`src/rtl/core_run_ctrl_pkg.sv`:
```
// core_run_ctrl_pkg: state encoding and counter-width helper for the run controller
package core_run_ctrl_pkg;

    typedef enum logic {S_IDLE, S_ACTIVE} state_t;

    // bits needed to hold the value v
    function automatic int cnt_bits(input int v);
        return $clog2(v + 1);
    endfunction

endpackage

```
`src/rtl/core_run_ctrl_chan.sv`:
```
// core_run_ctrl_chan: per-core run window, early halt and finished status
module core_run_ctrl_chan
    import core_run_ctrl_pkg::*;
#(
    parameter int W_CNT = 16
) (
    input  logic             clk,
    input  logic             rst,
    input  logic [W_CNT-1:0] tinc,
    input  logic [W_CNT-1:0] tn,
    input  logic [W_CNT-1:0] rk,
    input  logic [W_CNT-1:0] run,
    input  logic             halt,
    input  logic             en,
    input  logic             clr,
    input  logic             go,
    output logic             core_rst,
    output logic             halted,
    output logic             fin
);

    logic [W_CNT:0] stop;
    logic           hset;
    logic           hnext;

    // a halt counts only while released and before the final window cycle
    assign stop  = {1'b0, rk} + {1'b0, run};
    assign hset  = halted || (en && halt && !core_rst && ({1'b0, tinc} < stop));
    assign fin   = hset || ({1'b0, tinc} >= stop);
    assign hnext = clr ? 1'b0 : hset;

    // core reset is low only inside the scheduled window of an active, unhalted core
    always_ff @(posedge clk) begin
        if (!rst) begin
            core_rst <= 1'b1;
            halted   <= 1'b0;
        end else begin
            halted   <= hnext;
            core_rst <= !(go && !hnext && ({1'b0, tn} >= {1'b0, rk}) && ({1'b0, tn} < stop));
        end
    end

endmodule

```
`src/rtl/core_run_ctrl.sv`:
```
// core_run_ctrl: sequences reset hold, staggered release and run windows for N cores
module core_run_ctrl
    import core_run_ctrl_pkg::*;
#(
    parameter int N_CORES     = 1,
    parameter int HOLD_CYCLES = 5,
    parameter int RUN_CYCLES  = 39,
    parameter int STAGGER     = 0,
    parameter int W_CNT       = 16,
    parameter int AUTO_REPEAT = 0
) (
    input  logic               i_clk,
    input  logic               i_rst,
    input  logic               i_start,
    input  logic               i_abort,
    input  logic [N_CORES-1:0] i_halt,
    output logic [N_CORES-1:0] o_core_rst,
    output logic               o_busy,
    output logic               o_done,
    output logic [N_CORES-1:0] o_halted,
    output logic [W_CNT-1:0]   o_run_count
);

    if (cnt_bits(HOLD_CYCLES + (N_CORES - 1) * STAGGER + RUN_CYCLES) > W_CNT) begin : g_width_err
        $error("core_run_ctrl: W_CNT too small for the configured schedule");
    end

    state_t             state, state_n;
    logic [W_CNT-1:0]   t, tn, tinc;
    logic [N_CORES-1:0] fin;
    logic               en, cmpl, rep, clr, go;

    assign en   = (state == S_ACTIVE) && !i_abort;
    assign tinc = (&t) ? t : t + 1'b1;
    assign go   = (state_n == S_ACTIVE);

    for (genvar k = 0; k < N_CORES; k++) begin : g_chan
        core_run_ctrl_chan #(.W_CNT(W_CNT)) u_chan (
            .clk      (i_clk),
            .rst      (i_rst),
            .tinc     (tinc),
            .tn       (tn),
            .rk       (W_CNT'(HOLD_CYCLES + k * STAGGER)),
            .run      (W_CNT'(RUN_CYCLES)),
            .halt     (i_halt[k]),
            .en       (en),
            .clr      (clr),
            .go       (go),
            .core_rst (o_core_rst[k]),
            .halted   (o_halted[k]),
            .fin      (fin[k])
        );
    end

    // completion, restart and next state; abort outranks completion, start only from IDLE
    always_comb begin
        cmpl    = en && (&fin);
        rep     = cmpl && (AUTO_REPEAT != 0);
        clr     = ((state == S_IDLE) && i_start) || rep;
        tn      = clr ? '0 : (state == S_ACTIVE) ? tinc : t;
        state_n = (state == S_IDLE) ? (i_start ? S_ACTIVE : S_IDLE)
                : ((i_abort || (cmpl && !rep)) ? S_IDLE : S_ACTIVE);
    end

    // state, cycle counter and done pulse registers
    always_ff @(posedge i_clk) begin
        if (!i_rst) begin
            state  <= S_IDLE;
            t      <= '0;
            o_done <= 1'b0;
        end else begin
            state  <= state_n;
            t      <= tn;
            o_done <= cmpl;
        end
    end

    assign o_busy      = (state == S_ACTIVE);
    assign o_run_count = t;

endmodule

```
`config.mk`:
```
export PLATFORM = sky130hd
export DESIGN_NAME = core_run_ctrl
export DESIGN_NICKNAME = d
export VERILOG_FILES = /design/src/rtl/core_run_ctrl_pkg.sv /design/src/rtl/core_run_ctrl_chan.sv /design/src/rtl/core_run_ctrl.sv
export SDC_FILE = /design/constraint.sdc
export NUM_CORES = 1
export LEC_CHECK = 0
export ABC_AREA = 1
export CORE_AREA = 3 3 59 61
export DETAILED_ROUTE_END_ITERATION = 10
export DIE_AREA = 0 0 62 64
export PLACE_DENSITY = 0.73
export REMOVE_ABC_BUFFERS = 1
export SLEW_MARGIN = 5
export SYNTH_ARGS = -nofsm -noshare
export SYNTH_HDL_FRONTEND = slang
export SYNTH_SLANG_ARGS = --single-unit
```
`constraint.sdc`:
```
create_clock -name i_clk -period 3.5 [get_ports i_clk]
set_input_delay 1.05 -clock i_clk [delete_from_list [all_inputs] [get_ports i_clk]]
set_output_delay 1.05 -clock i_clk [all_outputs]
set_load 0.1 [all_outputs]
```
== After elaboration in Yosys (flattened, before gate mapping) ==
Index checks and enable logic that the tools add are counted.

* Input port bits: 5
* Output and inout bits: 20
* Flip-flop bits (word level): 20

* Muxes and demuxes: 7
* $lt $le $gt $ge: 4
* $add $sub $neg: 1
* Bitwise operators: 1
* Reductions and logical operators: 17

{| class="wikitable"
|+ Operator list
! cell !! number
|-
| $mux W16 || 3
|-
| $lt A16 B6 Y1 const B || 2
|-
| $add A16 B1 Y16 const B || 1
|-
| $ge A16 B3 Y1 const B || 1
|-
| $ge A16 B6 Y1 const B || 1
|-
| $reduce_and A16 Y1 || 1
|-
| $logic_and A1 B1 Y1 || 9
|-
| $logic_not A1 Y1 || 4
|-
| $mux W1 || 4
|-
| $logic_or A1 B1 Y1 || 3
|-
| $not A1 Y1 || 1
|}

== Depth between registers and ports, before layout ==
* Depth after elaboration: 15
* Mapped depth: 16

== Hierarchy ==
A second synthesis with hierarchy kept.

* Cell total of the unflattened synthesis: 516
* Area total of the unflattened synthesis: 3,349.5 um^2

{| class="wikitable"
|+ Modules (own cells, without submodules)
! module !! cells an instance !! times used !! seq. area each (um^2) !! area an instance (um^2)
|-
| core_run_ctrl_chan || 302 || 1 || 40.0 || 1,975.6
|-
| core_run_ctrl || 214 || 1 || 360.3 || 1,373.8
|}

== Least setup slack after synthesis ==
OpenSTA, ideal clock, no wires.

* Path kind: reg-to-reg
* Start point: register t[1], in the netlist o_run_count[1]
* End point: register g_chan[0].u_chan.core_rst
* Arrival time: 2,513 ps
* Stages on the path, launching flop included: 16
* Buffers on the path: 1
* Setup slack: 868 ps
* Path through: dfxtp_1 -> ha_1 -> inv_1 -> nor2_4 -> nand2_4 -> nor2_4 -> inv_2 -> buf_6 -> a21oi_1 -> a21oi_1 -> nor2_1 -> nand2_1 -> nand2_1 -> nor2_1 -> nand2_1 -> nand3_1

* Longest elaborated chain between the ends: 14
* Elaborated cells between the ends (all ways): 22
* Those cells by class: add/sub: 1; order compare: 4; mux: 6; reduce/logical: 11

{| class="wikitable"
|+ Ends and longest elaborated chain
! what !! line !! RTL
|-
| start, declared || core_run_ctrl.sv:29 || <nowiki>logic [W_CNT-1:0] t, tn, tinc;</nowiki>
|-
| start signal, assigned || core_run_ctrl.sv:73 || <nowiki>t <= tn;</nowiki>
|-
| $add A16 B1 Y16 or $reduce_and A16 Y1 (tied branches) || core_run_ctrl.sv:34 || <nowiki>assign tinc = (&t) ? t : t + 1'b1;</nowiki>
|-
| $mux W16 || core_run_ctrl.sv:34 ||
|-
| $lt A16 B6 Y1 || core_run_ctrl_chan.sv:28 || <nowiki>assign hset = halted || (en && halt && !core_rst && ({1'b0, tinc} < stop));</nowiki>
|-
| $logic_and A1 B1 Y1 || core_run_ctrl_chan.sv:28 ||
|-
| $logic_or A1 B1 Y1 || core_run_ctrl_chan.sv:28 ||
|-
| $logic_or A1 B1 Y1 || core_run_ctrl_chan.sv:29 || <nowiki>assign fin = hset || ({1'b0, tinc} >= stop);</nowiki>
|-
| $logic_and A1 B1 Y1 || core_run_ctrl.sv:57 || <nowiki>cmpl = en && (&fin);</nowiki>
|-
| $logic_or A1 B1 Y1 || core_run_ctrl.sv:62 || <nowiki>: ((i_abort || (cmpl && !rep)) ? S_IDLE : S_ACTIVE);</nowiki>
|-
| $mux W1 || core_run_ctrl.sv:62 ||
|-
| $mux W1 || core_run_ctrl.sv:61 || <nowiki>state_n = (state == S_IDLE) ? (i_start ? S_ACTIVE : S_IDLE)</nowiki>
|-
| $logic_and A1 B1 Y1 (2 in series) || core_run_ctrl_chan.sv:39 || <nowiki>core_rst <= !(go && !hnext && ({1'b0, tn} >= {1'b0, rk}) && ({1'b0, tn} < stop));</nowiki>
|-
| $logic_and A1 B1 Y1 (*) || core_run_ctrl_chan.sv:39 ||
|-
| $logic_not A1 Y1 (*) || core_run_ctrl_chan.sv:39 ||
|-
| end signal, assigned || core_run_ctrl_chan.sv:39 ||
|-
| end, declared || core_run_ctrl_chan.sv:17 || <nowiki>output logic core_rst,</nowiki>
|}

Mark *: on every way between the ends. The rest lies on a longest branch, timed or not.
A chain may end at the register's enable or synchronous reset.

== Worst setup path in the final report ==
Ends and elaborated chain as after synthesis.

==> impl_metrics.toml <==
[worst_setup_path]
cp_common_cell = "nand3_1"
critPathLaunchType = "flop"
path_cells = "ha_1 -> inv_1 -> nor2_4 -> nand2_4 -> nor2_4 -> inv_2 -> nand3_1 -> nor2_1 -> nand3_1 -> nand2_1 -> nor2_2 -> nand4_2 -> nand2_1 -> nand3_1"
cp_slowest_cell = "dfxtp_1"
criticalPathCategory = "reg -> reg"
worstPathArrival_ns = 2.57
path_max_fanout = 12
endpoint_kind = "flop"
regToRegSetupSlack_ns = 1.14
cp_top_family = "simple AND/OR/NAND/NOR gates"
max_stage_delay_ns = 0.42
worstPathRequired_ns = 3.71
crit_buf_inv = 2

[clocking]
cts_tree = "yes"
cts_resized = 0
cts_sinks = 20
htreeDepth = 1
clk_path_buf_depth = 2
clk_root_buffer_cell = "clkbuf_4"
cts.clk_slew.worst_paths_ns = 0.13
post-cts-setup-buffer-count = 0
cts_buffers = 3
cts_hold_buf = 0
clock_latency_ns = 0.31

[sta]
fmax_ghz = 0.4243
setup_viol = 0
maxSlewHeadroom_pct = 69.28
finalCriticalPeriod_ns = 2.357
period_share_pct = 67.34
timing.final.ws_setup_ns = 1.143
worst_slew_pin_slew_ns = 0.4579
hold_viol = 0
rsz0062_at_grt = "false"
slew_viol_final = 0
skew_ns = 0.005268
fin_setup_tns_ns = 0

[layout]
register_area_um2 = 400.4
final_cells = 318
layout-drive-gt1-share_pct = 13.50
diodes = 0
fillerInstances = 333
fin_nets = 281
final_common_cell = "nand2_1"
syn_to_final_growth_pct = 18.93
fin_util_pct = 57.11
multiInputGateArea_um2 = 877.1
final_cell_mix = "64 x nand2_1, 45 x nor2_1, 37 x inv_1, 21 x buf_4"

[yosys]
synth_top_area_share_pct = 27.54
postSynthCellCount = 249
synth_area_leaders = "dfxtp_1 28%, nand2_1 17%, nor2_1 12%"
synth_top_cell_by_area = "dfxtp_1"
synth_seq_cells = 20
syn_area_um2 = 1454
ys_types = 25
synth-async-reset-ratio_pct = 0
synth_enable_flop_cells = 0
synth_flop_cell = "dfxtp_1"
synth_warnings = 0
synth.avg_cell_area_um2 = 5.839
synth-seq-area-share_pct = 27.54

[power_and_ir_drop]
p_leak_nw = 0.7711
power.total_uw = 536.9
power_density_nw_per_um2 = 310.5
ir_drop_v = 0.0002005

[grt]
gr-total-overflow = 0
grt_pass1_vias = 1521
grt_max_degree = 18
antenna_found_initial = 0
grt_pass1_wl_um = 6430
grtUsageTotal_pct = 20.90

[drt]
drtPass1Iterations = 4
vias = 1603
routed-wl-met2_um = 1701
wl_met1_um = 1772
drt_iter0_drc = 82
wl_um = 3712
wl_per_cell_um = 11.67
routed.top_layer = "met4"
ant_nets = 0
met3_length_um = 177
via_per_inst = 5.041
route.detailed.drc = 0

[floorplanning]
die_width_um = 62
die_area_um2 = 3968
rows = 20
die_h_um = 64
ios = 25
core_um2 = 3028
initial_core_util_pct = 48.02

[place]
dp_hpwl_um = 2950
dp_cells = 314
dp_slack_ns = 0.8875
portBuffers = 24
place.gp.congestion = 0.8591

[run_status]
outcome = "finished, final reports clean"

[min_path]
hp-class = "reg -> reg"

[job]
drv_cap = 0
[final cells by class]
type                       count  share of cell area, %
timing repair buffer          25                  11.43
tap                           44                  3.184
clock buffer                   3                  1.302
clock inverter                 1                  1.737
inverter                      39                  8.466
sequential                    20                  23.15
multi-input combinational    186                  50.72
[kinds of logic after synthesis]
group | Yosys count | synth area share [%]
buffers and inverters | 43 | 12.13
xor gates and xnor gates | 3 | 1.808
adders and majority gates | 1 | 0.8604
and+or+nand+nor | 154 | 47.50
AOI/OAI and AO/OA | 28 | 10.15
DFF | 20 | 27.54
[flip-flops by register name, summed over array words and instances (netlist names)]
register,count
o_busy,1
o_done,1
o_run_count,16
g_chan.u_chan.core_rst,1
g_chan.u_chan.halted,1
[worst register-to-register path, stage by stage, from the launching register on]
cell	delay [ns]
dfxtp_1	0.42
ha_1	0.24
inv_1	0.10
nor2_4	0.21
nand2_4	0.10
nor2_4	0.27
inv_2	0.18
nand3_1	0.14
nor2_1	0.06
nand3_1	0.06
nand2_1	0.07
nor2_2	0.15
nand4_2	0.10
nand2_1	0.08
nand3_1	0.06
[synth_stat cells, types with 2 or more instances]
| master | number |
|---|---|
| a21oi_1 | 5 |
| and2_1 | 2 |
| buf_6 | 2 |
| clkbuf_1 | 2 |
| dfxtp_1 | 20 |
| inv_1 | 37 |
| nand2_1 | 64 |
| nand2_4 | 2 |
| nand3_1 | 20 |
| nand4_1 | 8 |
| nor2_1 | 45 |
| nor2_2 | 2 |
| nor2_4 | 3 |
| nor3_1 | 5 |
| o21ai_0 | 20 |
| o21ai_2 | 2 |
| xor2_1 | 2 |
[worst paths after layout]
check / from / end / cells after the start
worst max register to register: o_run_count[1] / g_chan[0].u_chan.core_rst / 14
worst min register to register: g_chan[0].u_chan.halted / g_chan[0].u_chan.halted / 2
worst max-delay path: o_run_count[1] / g_chan[0].u_chan.core_rst / 14
worst min-delay path: g_chan[0].u_chan.halted / g_chan[0].u_chan.halted / 2
[routing by layer]
layer	global-route usage, %	vias to the layer above
met1	27.90	721
li1	-	834
met2	32.77	39
met3	2.424	9
met4	9.284	0
met5	0	-
[stage by stage]
step           area, um2  hold WS (ns)
3_5_place_dp        1677        0.5161
4_1_cts             1729        0.5337
2_1_floorplan       1424        0.9817
6_report            1729        0.5308
3_3_place_gp        1677        0.5109
5_1_grt             1729        0.5871
[report_power, final]
part	switching [mW]	internal [mW]	total (mW)	leakage (nW)
Combinational	0.0771	0.0269	0.104	0.581
Sequential	0.00554	0.233	0.238	0.162
Clock	0.0789	0.116	0.195	0.0279
Total	0.162	0.375	0.537	0.771
Power figures use the tool's default switching activity.
